[src/rtl/hamming_pkg.sv]
// Shared Hamming SECDED definitions: engine FSM states, widths and the reference encoder.
package hamming_pkg;

    localparam int CW_W  = 16;
    localparam int MSG_W = 11;

    typedef enum logic [2:0] {
        S_IDLE,
        S_RD_LO,
        S_RD_HI,
        S_CAP,
        S_ENC,
        S_WR_LO,
        S_WR_HI,
        S_DONE
    } enc_state_t;

    // Codeword layout puts each parity bit at its Hamming position (1,2,4,8), p0 at bit 0.
    function automatic logic [15:0] hamming_encode(input logic [11:1] d);
        logic p8, p4, p2, p1, p0;
        p8 = ^d[11:5];
        p4 = (^d[11:8]) ^ (^d[4:2]);
        p2 = d[11] ^ d[10] ^ d[7] ^ d[6] ^ d[4] ^ d[3] ^ d[1];
        p1 = d[11] ^ d[9] ^ d[7] ^ d[5] ^ d[4] ^ d[2] ^ d[1];
        p0 = (^d) ^ p8 ^ p4 ^ p2 ^ p1;
        return {d[11:5], p8, d[4:2], p4, d[1], p2, p1, p0};
    endfunction

endpackage

[src/rtl/hamming_enc_core.sv]
// Combinational SECDED encoder: 11-bit message in, 16-bit codeword out.
module hamming_enc_core
    import hamming_pkg::*;
(
    input  logic [MSG_W-1:0] msg,
    output logic [CW_W-1:0]  cw
);

    always_comb begin
        cw = hamming_encode(msg);
    end

endmodule

[src/rtl/hamming_enc_engine.sv]
// Memory-mapped SECDED encoder: reads NUM_MSG messages, writes codewords back.
// Optional message counter output enc_cnt enabled by `define HAMMING_ENC_CNT_EN.
module hamming_enc_engine
    import hamming_pkg::*;
#(
    parameter int NUM_MSG  = 15,
    parameter int SRC_BASE = 0,
    parameter int DST_BASE = 30,
    parameter int ADDR_W   = 8
) (
    input  logic              clk,
    input  logic              reset,
    input  logic              start,
    output logic              done,
    output logic [ADDR_W-1:0] mem_addr,
    input  logic [7:0]        mem_rd_data,
    output logic              mem_wr_en,
    output logic [7:0]        mem_wr_data
`ifdef HAMMING_ENC_CNT_EN
    ,
    output logic [3:0]        enc_cnt
`endif
);

    enc_state_t        state, state_nx;
    logic [3:0]        idx, idx_nx;
    logic [7:0]        lo_q;
    logic [2:0]        hi_q;
    logic [CW_W-1:0]   cw_q, enc_out;
    logic [ADDR_W-1:0] off, addr_nx;
    logic              accept;

    hamming_enc_core u_core (
        .msg (MSG_W'({hi_q, lo_q})),
        .cw  (enc_out)
    );

    always_comb begin
        state_nx = state;
        idx_nx   = idx;
        accept   = 1'b0;
        case (state)
            S_IDLE, S_DONE: begin
                if (start) begin
                    accept   = 1'b1;
                    state_nx = S_RD_LO;
                    idx_nx   = '0;
                end
            end
            S_RD_LO: state_nx = S_RD_HI;
            S_RD_HI: state_nx = S_CAP;
            S_CAP:   state_nx = S_ENC;
            S_ENC:   state_nx = S_WR_LO;
            S_WR_LO: state_nx = S_WR_HI;
            S_WR_HI: begin
                if (idx < 4'(NUM_MSG - 1)) begin
                    state_nx = S_RD_LO;
                    idx_nx   = idx + 4'd1;
                end else begin
                    state_nx = S_DONE;
                end
            end
            default: state_nx = S_IDLE;
        endcase
    end

    // Address is registered from the next state so it is presented for the whole state cycle.
    always_comb begin
        off     = ADDR_W'({idx_nx, 1'b0});
        addr_nx = mem_addr;
        case (state_nx)
            S_RD_LO: addr_nx = ADDR_W'(SRC_BASE) + off;
            S_RD_HI: addr_nx = ADDR_W'(SRC_BASE) + off + ADDR_W'(1);
            S_WR_LO: addr_nx = ADDR_W'(DST_BASE) + off;
            S_WR_HI: addr_nx = ADDR_W'(DST_BASE) + off + ADDR_W'(1);
            default: addr_nx = mem_addr;
        endcase
    end

    // Write strobe decodes from state, so an async reset drops it immediately.
    always_comb begin
        mem_wr_en   = 1'b0;
        mem_wr_data = '0;
        if (state == S_WR_LO) begin
            mem_wr_en   = 1'b1;
            mem_wr_data = cw_q[7:0];
        end else if (state == S_WR_HI) begin
            mem_wr_en   = 1'b1;
            mem_wr_data = cw_q[15:8];
        end
    end

    always_ff @(posedge clk or posedge reset) begin
        if (reset) begin
            state    <= S_IDLE;
            idx      <= '0;
            lo_q     <= '0;
            hi_q     <= '0;
            cw_q     <= '0;
            mem_addr <= '0;
            done     <= 1'b0;
        end else begin
            state    <= state_nx;
            idx      <= idx_nx;
            mem_addr <= addr_nx;
            done     <= (state_nx == S_DONE);
            if (state == S_RD_HI) lo_q <= mem_rd_data;
            if (state == S_CAP)   hi_q <= mem_rd_data[2:0];
            if (state == S_ENC)   cw_q <= enc_out;
        end
    end

`ifdef HAMMING_ENC_CNT_EN
    always_ff @(posedge clk or posedge reset) begin
        if (reset) begin
            enc_cnt <= '0;
        end else if (accept) begin
            enc_cnt <= '0;
        end else if (state == S_WR_HI) begin
            enc_cnt <= enc_cnt + 4'd1;
        end
    end
`endif

endmodule

[config.mk]
export PLATFORM = sky130hd
export DESIGN_NAME = hamming_enc_engine
export DESIGN_NICKNAME = d
export VERILOG_FILES = /design/src/rtl/hamming_pkg.sv /design/src/rtl/hamming_enc_core.sv /design/src/rtl/hamming_enc_engine.sv
export SDC_FILE = /design/constraint.sdc
export NUM_CORES = 1
export LEC_CHECK = 0
export ABC_AREA = 0
export BUFFER_PORTS_ARGS = -buffer_cell sky130_fd_sc_hd__buf_2
export CAP_MARGIN = 20
export CORE_ASPECT_RATIO = 2
export CORE_MARGIN = 2
export CORE_UTILIZATION = 39
export CTS_BUF_LIST = sky130_fd_sc_hd__clkbuf_8 sky130_fd_sc_hd__clkbuf_16
export CTS_CLUSTER_DIAMETER = 30
export DETAILED_ROUTE_END_ITERATION = 8
export PLACE_DENSITY_LB_ADDON = 0.3
export SLEW_MARGIN = 20
export SYNTH_ARGS = -nofsm -noshare
export SYNTH_HDL_FRONTEND = slang
export SYNTH_SLANG_ARGS = --single-unit
[constraint.sdc]
create_clock -name clk -period 5.7 [get_ports clk]
set_clock_uncertainty 0.05 [all_clocks]
set_input_delay 0.285 -clock clk [delete_from_list [all_inputs] [get_ports clk]]
set_output_delay 0.285 -clock clk [all_outputs]
set_load 0.005 [all_outputs]
Yosys cells after proc, flatten, opt, wreduce, memory -nomap -nowiden
Index checks and enable logic that the tools add are counted.
- input bits: 11
- word-level logic and storage cells: 59
- register bits after elaboration: 43
- output and inout bits: 18
- reductions and logical operators: 7
- $lt $le $gt $ge: 1
- eq/ne operators: 12
- add/sub/neg operators: 4
- bitwise logic cells: 17
- multiplexer cells: 11
- operators by type and width (cell ; count):
    one-hot mux 8 bit (4 select lines) ; 1
    equality test 3 bit, second input constant ; 7
    one-hot mux 3 bit (7 select lines) ; 1
    bitwise XOR 1 bit ; 17
    2-to-1 mux 8 bit ; 2
    parity 11 bit ; 1
    equality test 3 x 2 -> 1 bit, second input constant ; 3
    2-to-1 mux 4 bit ; 2
    one-hot mux 4 bit (2 select lines) ; 1
    adder 6 x 1 -> 7 bit, second input constant ; 1
    parity 7 bit ; 1
    adder 5 x 1 -> 6 bit, second input constant ; 1
    adder 5 x 5 -> 6 bit, first input constant ; 1
    equality test 3 x 1 -> 1 bit, second input constant ; 2
    2-to-1 mux 3 bit ; 2
    adder 4 x 1 -> 4 bit, second input constant ; 1
    < comparator 4 bit, second input constant ; 1
    nonzero test 4 bit ; 1
    parity 4 bit ; 1
    zero test 3 bit ; 1
    parity 3 bit ; 1
    2-to-1 mux 1 bit ; 2
    OR reduction 2 bit ; 1

Longest topological paths before layout
Gate-level depths: netlist of run 1.
- word-level depth: 8
- mapped depth: 12
- mapped depth without buffers: 10

Hierarchy
Synthesis of run 1 repeated with hierarchy kept, for this count alone.
- cells, all modules: 207
- area total of the unflattened synthesis: 2348.5 um^2
- by module, submodules not included (module ; seq. area each (um^2) ; area an instance (um^2) ; times used ; cells an instance):
    hamming_enc_engine ; 1026.0 ; 2069.5 ; 1 ; 177
    hamming_enc_core ; 0.0 ; 279.0 ; 1 ; 30

Worst setup path before layout of run 1
No wires, ideal clock.
- kind: flip-flop to flip-flop
- start: register state[2]
- end: register mem_addr[4]
- stages on the path, launching flop included: 12
- library setup time: 126 ps
- clock period less this slack: 2468 ps
- data required time: 5524 ps
- path slack: 3232 ps
- arrival: 2292 ps
- path buffers: 2
- cells stage by stage: dfrtp_1 > buf_2 > inv_1 > buf_1 > o21ai_0 > nor2_1 > a21oi_1 > ha_1 > a32o_1 > o22a_1 > and3_1 > a221o_1
- word-level cells in the longest chain between the ends: 6
- elaborated cells between the ends (all ways): 21
- those cells by class: add/sub (3); eq/ne (11); mux (4); reduce/logical (3)
- ends and longest elaborated chain (element ; RTL line ; text):
    start: declaration ; hamming_enc_engine.sv:25 ; enc_state_t state, state_nx;
    start signal: assignment ; hamming_enc_engine.sv:103 ; state <= state_nx;
    equality test 3 bit / zero test 3 bit (equally long branches) ; hamming_enc_engine.sv:42 ; case (state)
    OR reduction 2 bit ; hamming_enc_engine.sv:42 ;
    one-hot mux 4 bit (2 select lines) ; hamming_enc_engine.sv:42 ;
    adder 5 x 5 -> 6 bit ; hamming_enc_engine.sv:74, hamming_enc_engine.sv:75 ;
    adder 6 x 1 -> 7 bit ; hamming_enc_engine.sv:75 ; S_WR_HI: addr_nx = ADDR_W'(DST_BASE) + off + ADDR_W'(1);
    one-hot mux 8 bit (4 select lines) ; hamming_enc_engine.sv:71 ; case (state_nx)
    end signal: assignment ; hamming_enc_engine.sv:105 ; mem_addr <= addr_nx;
    end: declaration ; hamming_enc_engine.sv:15 ; output logic [ADDR_W-1:0] mem_addr,
Parallel ways exist; a longest one is shown, timed or not. The select of a mux whose other input is x is not followed.
A chain may end at the register's enable or synchronous reset.

Worst setup path in the final report of run 1
Same ends and word-level chain as after synthesis.

==> run metrics, run 1 <==
maximum vdd drop 0.4659 mV; clock sinks 41; CTS tree yes; antenna cells 0; Tcrit/Tclk final 48.08%; met3 usage in global routing 2.800%; area of the core 5420 sq um; most numerous cell in the Yosys netlist nand2_1; total grt overflow 0; WL/cell 15.65 um; footprint of the multi-input gates 1082 sq um; number of global-route vias before repair 1,663; first-pass iteration count of the detailed router 4; RSZ-0062 raised after global routing false; Final Wtd Congestion 0.9258; min Tclk post-route 2.741 ns; WL final 4.821 mm; root buf cell clkbuf_8; Synth area leaders dfrtp_1 (47%), nand2_1 (8.0%), xnor2_1 (6.8%), mux2_2 (6.2%), a22oi_1 (2.7%); Gate Count Post-Synth 225; type of origin of the critical path flip-flop; Clock Tree Buf Depth 2; DRC violations left 0; Final HPWL DP 3.725 mm; H-tree Lvls 2; final layout net count 263; peak fanout along the critical path 15; CP Cell Sequence inv_1 > o21ai_0 > nor2_1 > a21oi_1 > ha_1 > or4_1 > a31oi_1 > a221o_1; row count 38; Finished Layout Cells 308; # port buffers 26; Reg clk slew, reported paths 0.07 ns; Bufs and invs on worst path 1; slew margin rel. 46.62%; Die X 57.03 um; DR iter-0 viols 33; cts bufs inserted 5; type of the tightest min-delay check input port to asynchronous set/reset pin; result of the run finished, final reports clean; Pwr per Cell Area 680.9 nW/um^2; Initial Util 40.47%; crit path DAT 2.93 ns; crit end category flip-flop; Layout area overhead 11.29%; Die Y 110.1 um; Worst path max stage delay 0.61 ns; M1 GR Usage 16.13%; Synth cell types 44; Seq/Total Area, Yosys 46.78%; post-synth top area share 46.78%; GRT Overall Usage 17.10%; FF/Latch Area 1026 sq um; initial antenna violation count 0; Post-CTS Hold Buffers 0; layout cells sized above 1 20.56%; leakage power 1.163 nW; FFs w/ async S/R, synth 100.0%; Primary FF master, synth dfrtp_1; number of synthesized register bits 41; IO Pins 29; Mapped Area 2193 sq um; Via-to-Cell Ratio 5.351; synthesized area per cell 9.748 sq um; number of synthesized flops with an enable pin 0; first-pass GRT wire length 7.941 mm; YS warnings 0; antenna violation net count after detailed routing 0; post-CTS setup repair buffer count 0; final setup violation count 0; Required @ worst endpoint 5.89 ns; post-synthesis cell type with the largest combined area dfrtp_1; routed vias 1,648; Worst-Margin Slew 0.7990 ns; Inst Count DP 301; top post-synthesis cells by count nand2_1 (47), dfrtp_1 (41), xnor2_1 (17), nor2_1 (13), mux2_2 (12); delay-heaviest family, CP compound AO/OA/AOI/OAI gates; Pins Over Slew Limit 0; largest net degree at the start of global routing 42; Hold Fails Final Rpt 0; Setup TNS 0 ns; max_cap viols 0; busiest grt layer met2; Worst Path Class, Setup flip-flop to flip-flop; Max Freq 364.9 MHz; met2 usage 33.00%; Layout fillers 566; Die Area 6276 sq um; worst skew pair latency 0.30 ns; Resize count post-CTS 0; Critical Path Slowest Stage Cell dfrtp_1
## state kept, by name (all words and copies together), names as in the netlist
name,count
mem_addr,6
idx,4
cw_q,16
state,3
hi_q,3
done,1
lo_q,8
## cell type report
type / instances / share of cell area [%]
Sequential cell: 41 / 42.03
Timing Repair Buffer: 28 / 5.946
Clock inverter: 1 / 0.1538
Inverter: 7 / 1.076
Clock buffer: 6 / 3.383
Tap cell: 60 / 3.075
Multi-Input combinational cell: 165 / 44.34
## final timing paths
path                                      from          end  slack, ns  cells after the start
worst max register to register        state[2]  mem_addr[4]       2.96                      8
worst max-delay path                  state[2]  mem_addr[4]       2.96                      8
min in group clk                mem_rd_data[5]      lo_q[5]       0.17                      2
max in group asynchronous                reset     state[0]       5.17                      3
worst min register to register     mem_addr[5]  mem_addr[5]       0.43                      2
worst min-delay path                     reset      lo_q[5]       0.05                      3
## logic make-up after synthesis
group / Yosys count / synth area share, %
AND/OR/NAND/NOR: 80 / 16.26
XOR/XNOR: 23 / 9.527
buffers and inverters: 20 / 4.050
other: 1 / 0.1710
AO/OA/AOI/OAI: 43 / 14.26
flip-flops: 41 / 46.78
adder cells (fa/ha/maj): 4 / 2.282
multiplexers: 13 / 6.674
## metal layers
layer | vias to the layer above | share of wire [%]
met5 | - | 0
met4 | 0 | 4.0
met3 | 12 | 2.3
met2 | 25 | 60
met1 | 810 | 34
li1 | 801 | -
## placed cells by master (no fill, tap or decap), types with 2 or more instances in the layout
cell type | synthesis | routed
nand2_1 | 47 | 47
dfrtp_1 | 41 | 41
buf_2 | 5 | 26
xnor2_1 | 17 | 17
nor2_1 | 13 | 13
mux2_2 | 12 | 12
inv_1 | 7 | 8
a22oi_1 | 8 | 8
o21ai_1 | 7 | 7
a21oi_1 | 7 | 7
clkbuf_8 | 0 | 6
xor2_1 | 5 | 5
o21ai_0 | 5 | 5
ha_1 | 4 | 4
nor3_1 | 3 | 3
and2_1 | 3 | 3
nand3_1 | 3 | 3
nor2b_1 | 2 | 2
and3_1 | 2 | 2
a21o_1 | 2 | 2
a31oi_1 | 2 | 2
nor3b_1 | 2 | 2
conb_1 | 1 | 2
buf_4 | 2 | 2
## worst register-to-register path: stages, from the launching register on
cell and delay, ns:
dfrtp_1 0.61, inv_1 0.30, o21ai_0 0.25, nor2_1 0.06
a21oi_1 0.18, ha_1 0.39, or4_1 0.56, a31oi_1 0.15
a221o_1 0.12
## power breakdown
part | internal, mW | switching, mW
Sequential | 0.422 | 0.144
Combinational | 0.441 | 0.464
Clock | 0.0943 | 0.0967
Total | 0.957 | 0.705
## stage by stage
stage	instance area, sq um	hold WS, ns	total power, mW	worst slack [ns]	utilization, %
floorplan	2197	0.3866	1.293	3.232	-
global placement	2355	0.3939	1.469	3.091	43.44
detailed placement	2355	0.3965	1.488	3.006	43.44
CTS	2441	0.07560	1.682	2.982	45.04
global route	2441	0.1147	1.795	2.705	45.04
finish	2441	0.05451	1.662	2.959	45.04
No activity file was read; power rests on OpenSTA's default activity.
==> run 2, diff against run 1 <==
==> constraint.sdc (replaced) <==
create_clock -name clk -period 2.6 [get_ports clk]
set_clock_uncertainty 0.05 [all_clocks]
set_input_delay 0.13 -clock clk [delete_from_list [all_inputs] [get_ports clk]]
set_output_delay 0.13 -clock clk [all_outputs]
set_load 0.005 [all_outputs]
==> run 2 against run 1 <==
  * Combinational power grew 130%
  * Die area stayed put
  * Fmax is 14% higher
  * Non-clock buffer count up 7
  * Critical path depth unchanged
  * Cell count increased by 2.6%
  * Register-to-register slack worse by 2.8 ns
  * Utilization is 1.6 points higher
  * Worst hold slack got worse by 0.046 ns
  * Via count rose by 0.61%
  * Flip-flop and latch count is the same
  * Largest cell class unchanged
==> run metrics, run 2 (synthesis results as in run 1) <==
result of the run finished, final reports clean; Die Y 110.1 um; worst skew pair latency 0.30 ns; Setup TNS 0 ns; CTS tree yes; antenna cells 0; delay-heaviest family, CP simple AND/OR/NAND/NOR gates; Initial Util 40.47%; largest net degree at the start of global routing 42; Final Wtd Congestion 0.9446; layout cells sized above 1 23.44%; maximum vdd drop 0.9247 mV; Layout area overhead 15.17%; IO Pins 29; total grt overflow 0; Critical Path Start idx[1]; most common cell after layout, fill and taps aside nand2_1; # port buffers 26; type of the tightest min-delay check input port to flip-flop; Die X 57.03 um; Required @ worst endpoint 2.79 ns; first-pass iteration count of the detailed router 4; Die Area 6276 sq um; WL final 4.917 mm; capturing point of the worst reg2reg path mem_addr[4]; Final HPWL DP 3.788 mm; root buf cell clkbuf_8; clock sinks 41; Tcrit/Tclk final 92.52%; antenna violation net count after detailed routing 0; final setup violation count 0; peak fanout along the critical path 6; number of global-route vias before repair 1,785; Biggest register cw_q; Hold Fails Final Rpt 0; H-tree Lvls 2; RR Startpoint idx[1]; max_cap viols 0; Worst Path Class, Setup flip-flop to flip-flop; CP Depth 8; routed vias 1,658; most frequent cells in the layout nand2_1 (47), dfrtp_1 (41), buf_2 (26), xnor2_1 (17), nor2_1 (13); row count 38; cts bufs inserted 5; CP Cell Sequence and3_2 > o21ai_0 > nor2_1 > a21oi_1 > ha_1 > or4_1 > a31oi_1 > a221o_1; Finished Layout Cells 316; max reg flops 16; min Tclk post-route 2.405 ns; DR iter-0 viols 27; Bufs and invs on worst path 0; R2R setup slack 0.19 ns; WL/cell 15.56 um; initial antenna violation count 0; final layout net count 270; Reg clk slew, reported paths 0.08 ns; first-pass GRT wire length 8.355 mm; Worst path max stage delay 0.53 ns; RSZ-0062 raised after global routing false; CP Capture Point mem_addr[4]; Layout fillers 580; Clock Tree Buf Depth 2; Pins Over Slew Limit 0; DRC violations left 0; slew margin rel. 58.11%; GRT Overall Usage 17.69%; HP Start mem_rd_data[6]; Largest regs cw_q (16), lo_q (8), mem_addr (6); type of origin of the critical path flip-flop; Pwr per Cell Area 1525 nW/um^2; area of the core 5420 sq um; Inst Count DP 307; crit path DAT 2.60 ns; Reg2Reg Depth 8; Max Freq 415.7 MHz; Via-to-Cell Ratio 5.247; leakage power 1.202 nW; crit end category flip-flop; Critical Path Slowest Stage Cell or4_1; Worst-Margin Slew 0.6284 ns
run 2: cell types whose count changed in the layout (fill, tap and decap cells not counted), sizes merged:
cell	change
buf	+6
bufinv	+1
clkbuf	-1
clkinv	+1
clkinvlp	+1
dlygate4sd3	+1
inv	-1
run 2: how the worst min path moves through the flow:
stage	end	slack (ns)	depth (start not counted)
global placement	mem_addr[0]	0.24	3
detailed placement	mem_addr[0]	0.24	3
global route	lo_q[5]	0.005	2
floorplan	lo_q[0]	0.23	1
CTS	lo_q[6]	0.001	2
finish	lo_q[6]	0.008	2
run 2: stage by stage:
| step | cell area (sq um) | power [mW] | utilization, % | setup slack (ns) | hold slack (ns) |
|---|---|---|---|---|---|
| after global placement | 2400 | 3.312 | 44.28 | 0.2154 | 0.2422 |
| after CTS | 2525 | 3.906 | 46.58 | 0.1601 | 0.001271 |
| after detailed placement | 2400 | 3.362 | 44.28 | 0.1765 | 0.2404 |
| after floorplan | 2197 | 2.834 | - | 0.1320 | 0.2316 |
| final | 2526 | 3.853 | 46.61 | 0.1945 | 0.008097 |
| after global routing | 2526 | 4.173 | 46.61 | 0.008168 | 0.005161 |
run 2: power by group:
part / internal [mW] / switching (mW)
logic: 1.04 / 1.08
registers: 0.923 / 0.293
clock network: 0.287 / 0.230
total: 2.25 / 1.61
run 2: layout make-up:
class / count / area (sq um) / area share (%)
clock inverter: 3 / 46.29 / 1.833
tap: 60 / 75.07 / 2.972
clock buffer: 5 / 68.82 / 2.724
timing repair buffer: 35 / 200.2 / 7.925
sequential: 41 / 1026 / 40.61
inverter: 7 / 26.28 / 1.040
multi-input combinational: 165 / 1084 / 42.89
run 2: repair_timing:
| item | CTS | global route |
|---|---|---|
| hold buffers | 1 | 0 |
| setup buffers | 0 | 0 |
| gates resized for setup | 0 | 1 |
| setup endpoints to repair | 0 | 2 |
| hold endpoints to repair | 41 | 0 |
run 2: per-layer routing:
layer	up-vias	track usage (%)	part of all wire (%)
met4	0	8.638	2.0
met3	6	2.100	2.3
li1	816	-	-
met1	802	16.65	34
met5	-	0	0
met2	34	35.88	62
==> run 3, diff against run 2 <==
--- a/config.mk
+++ b/config.mk
@@ -10,7 +10,7 @@
 export CAP_MARGIN = 20
 export CORE_ASPECT_RATIO = 2
 export CORE_MARGIN = 2
-export CORE_UTILIZATION = 39
+export CORE_UTILIZATION = 45
 export CTS_BUF_LIST = sky130_fd_sc_hd__clkbuf_8 sky130_fd_sc_hd__clkbuf_16
 export CTS_CLUSTER_DIAMETER = 30
 export DETAILED_ROUTE_END_ITERATION = 8
==> run 3 against run 2 <==
  * Sequential power is essentially flat
  * Utilization rose by 6.7 points
  * Via count shrank 0.30%
  * Cell count down 0.95%
  * Die area fell by 13%
  * Critical path depth up 1
  * Worst hold slack better by 0.0017 ns
  * Flip-flop and latch count unchanged
  * Critical endpoint unchanged
  * Total power is 0.73% higher
  * Clock power up 20%
  * First-iteration DRC count rose to 2.6 times the previous value
  * Critical path type unchanged
==> run metrics, run 3 (synthesis results as in run 1) <==
result of the run finished, final reports clean; most frequent cells in the layout nand2_1 (47), dfrtp_1 (41), buf_2 (26), xnor2_1 (17), nor2_1 (13); Pwr per Cell Area 1526 nW/um^2; type of the tightest min-delay check input port to flip-flop; leakage power 1.217 nW; first-pass GRT wire length 7.286 mm; Required @ worst endpoint 2.73 ns; CTS tree yes; slew margin rel. 57.35%; met3 usage in global routing 3.623%; delay-heaviest family, CP compound AO/OA/AOI/OAI gates; final setup violation count 0; Critical Path Start idx[1]; total grt overflow 0; Die Area 5482 sq um; cts bufs inserted 5; Pint 2.343 mW; # port buffers 26; initial antenna violation count 0; DRC violations left 0; Clock Tree Buf Depth 2; Die X 53.37 um; CP dominant cell by count and3_1; CP Cell Sequence and3_1 > o21ai_0 > nor2_1 > a21oi_1 > ha_1 > a32o_1 > o22a_1 > and3_1 > a221o_1; Pins Over Slew Limit 0; antenna cells 0; row count 36; IO Pins 29; number of global-route vias before repair 1,590; Final Wtd Congestion 0.9269; WL/cell 13.65 um; switching part of the total 39.63%; Max Freq 430.5 MHz; WL final 4.271 mm; Sw Pwr 1.538 mW; Comb power frac 53.1%; area of the core 4775 sq um; final layout net count 270; Worst-Margin Slew 0.6398 ns; DR iter-0 viols 71; Layout area overhead 15.97%; busiest grt layer met2; max reg flops 16; Largest regs cw_q (16), lo_q (8), mem_addr (6); RR Startpoint idx[1]; met2 usage 27.16%; hold slack 0.009823 ns; Die Y 102.7 um; Worst Path Class, Setup flip-flop to flip-flop; routed vias 1,653; CP Capture Point mem_addr[4]; Resize count post-CTS 0; min Tclk post-route 2.323 ns; largest net degree at the start of global routing 28; peak fanout along the critical path 6; max_cap viols 0; crit path DAT 2.45 ns; R2R setup slack 0.28 ns; type of origin of the critical path flip-flop; Via-to-Cell Ratio 5.281; Bufs and invs on worst path 0; Initial Util 45.94%; worst skew pair latency 0.29 ns; Tcrit/Tclk final 89.34%; Hold Fails Final Rpt 0; GRT Overall Usage 17.92%; H-tree Lvls 2; root buf cell clkbuf_8; CP Depth 9; clock sinks 41; capturing point of the worst reg2reg path mem_addr[4]; Reg clk slew, reported paths 0.08 ns; most common cell after layout, fill and taps aside nand2_1; RSZ-0062 raised after global routing false; M1 GR Usage 24.57%; Setup TNS 0 ns; Critical Path Slowest Stage Cell dfrtp_1; layout cells sized above 1 23.05%; Final HPWL DP 3.111 mm; Biggest register cw_q; antenna violation net count after detailed routing 0; sequential share of power 31.0%; Reg2Reg Depth 9; power share of the clock group 15.9%; crit end category flip-flop; Worst path max stage delay 0.42 ns; first-pass iteration count of the detailed router 4; maximum vdd drop 1.115 mV
run 3: changes by cell type in the layout (fill, tap and decap cells not counted):
cell        change
and3_2          -1
and3_1          +1
inv_6           +1
clkinvlp_4      -1
clkinv_4        -1
bufinv_16       +1
run 3: cell type report:
class / instances / area [sq um]
fill: 452 / 2231
clock inverter: 3 / 68.82
inverter: 7 / 26.28
sequential: 41 / 1026
clock buffer: 5 / 68.82
tap: 57 / 71.32
multi-input combinational: 165 / 1082
timing repair buffer: 35 / 200.2
run 3: timing repair:
| action | 4_1_cts | 5_1_grt |
|---|---|---|
| setup buffers | 0 | 0 |
| hold buffers | 1 | 0 |
| hold endpoints to repair | 14 | 0 |
| setup endpoints to repair | 0 | 0 |
run 3: how the worst min path moves through the flow:
stage	from	slack (ns)	depth (start not counted)	end
floorplan	mem_rd_data[0]	0.23	1	lo_q[0]
global placement	reset	0.16	2	mem_addr[0]
detailed placement	reset	0.18	2	mem_addr[3]
CTS	mem_rd_data[3]	0.005	2	lo_q[3]
global route	mem_rd_data[4]	0.004	2	lo_q[4]
finish	mem_rd_data[4]	0.01	2	lo_q[4]
run 3: per-stage QoR:
| step | area [sq um] | util [%] | power, mW | std cells | setup slack, ns |
|---|---|---|---|---|---|
| 2_1_floorplan | 2197 | - | 2.834 | 226 | 0.1320 |
| 3_3_place_gp | 2396 | 50.18 | 3.242 | 304 | 0.3640 |
| 3_5_place_dp | 2396 | 50.18 | 3.286 | 304 | 0.2897 |
| 4_1_cts | 2544 | 53.28 | 3.919 | 313 | 0.2851 |
| 5_1_grt | 2544 | 53.28 | 4.256 | 313 | 0.06188 |
| 6_report | 2544 | 53.28 | 3.881 | 313 | 0.2772 |
run 3: power groups by stage:
stage          sequential (mW)  combinational [mW]  clock [mW]
2_1_floorplan             1.13                1.70           0
3_3_place_gp              1.20                2.04           0
3_5_place_dp              1.22                2.07           0
4_1_cts                   1.21                2.08       0.636
5_1_grt                   1.26                2.35       0.655
6_report                  1.20                2.06       0.618
run 3: metal layers:
metal  share of wire, %  routed length [um]  vias up
met5                  0                   0        -
met4                1.5                  66        0
met3                4.5                 191        8
met2                 49                2089       52
met1                 45                1924      771
li1                   -                   -      822
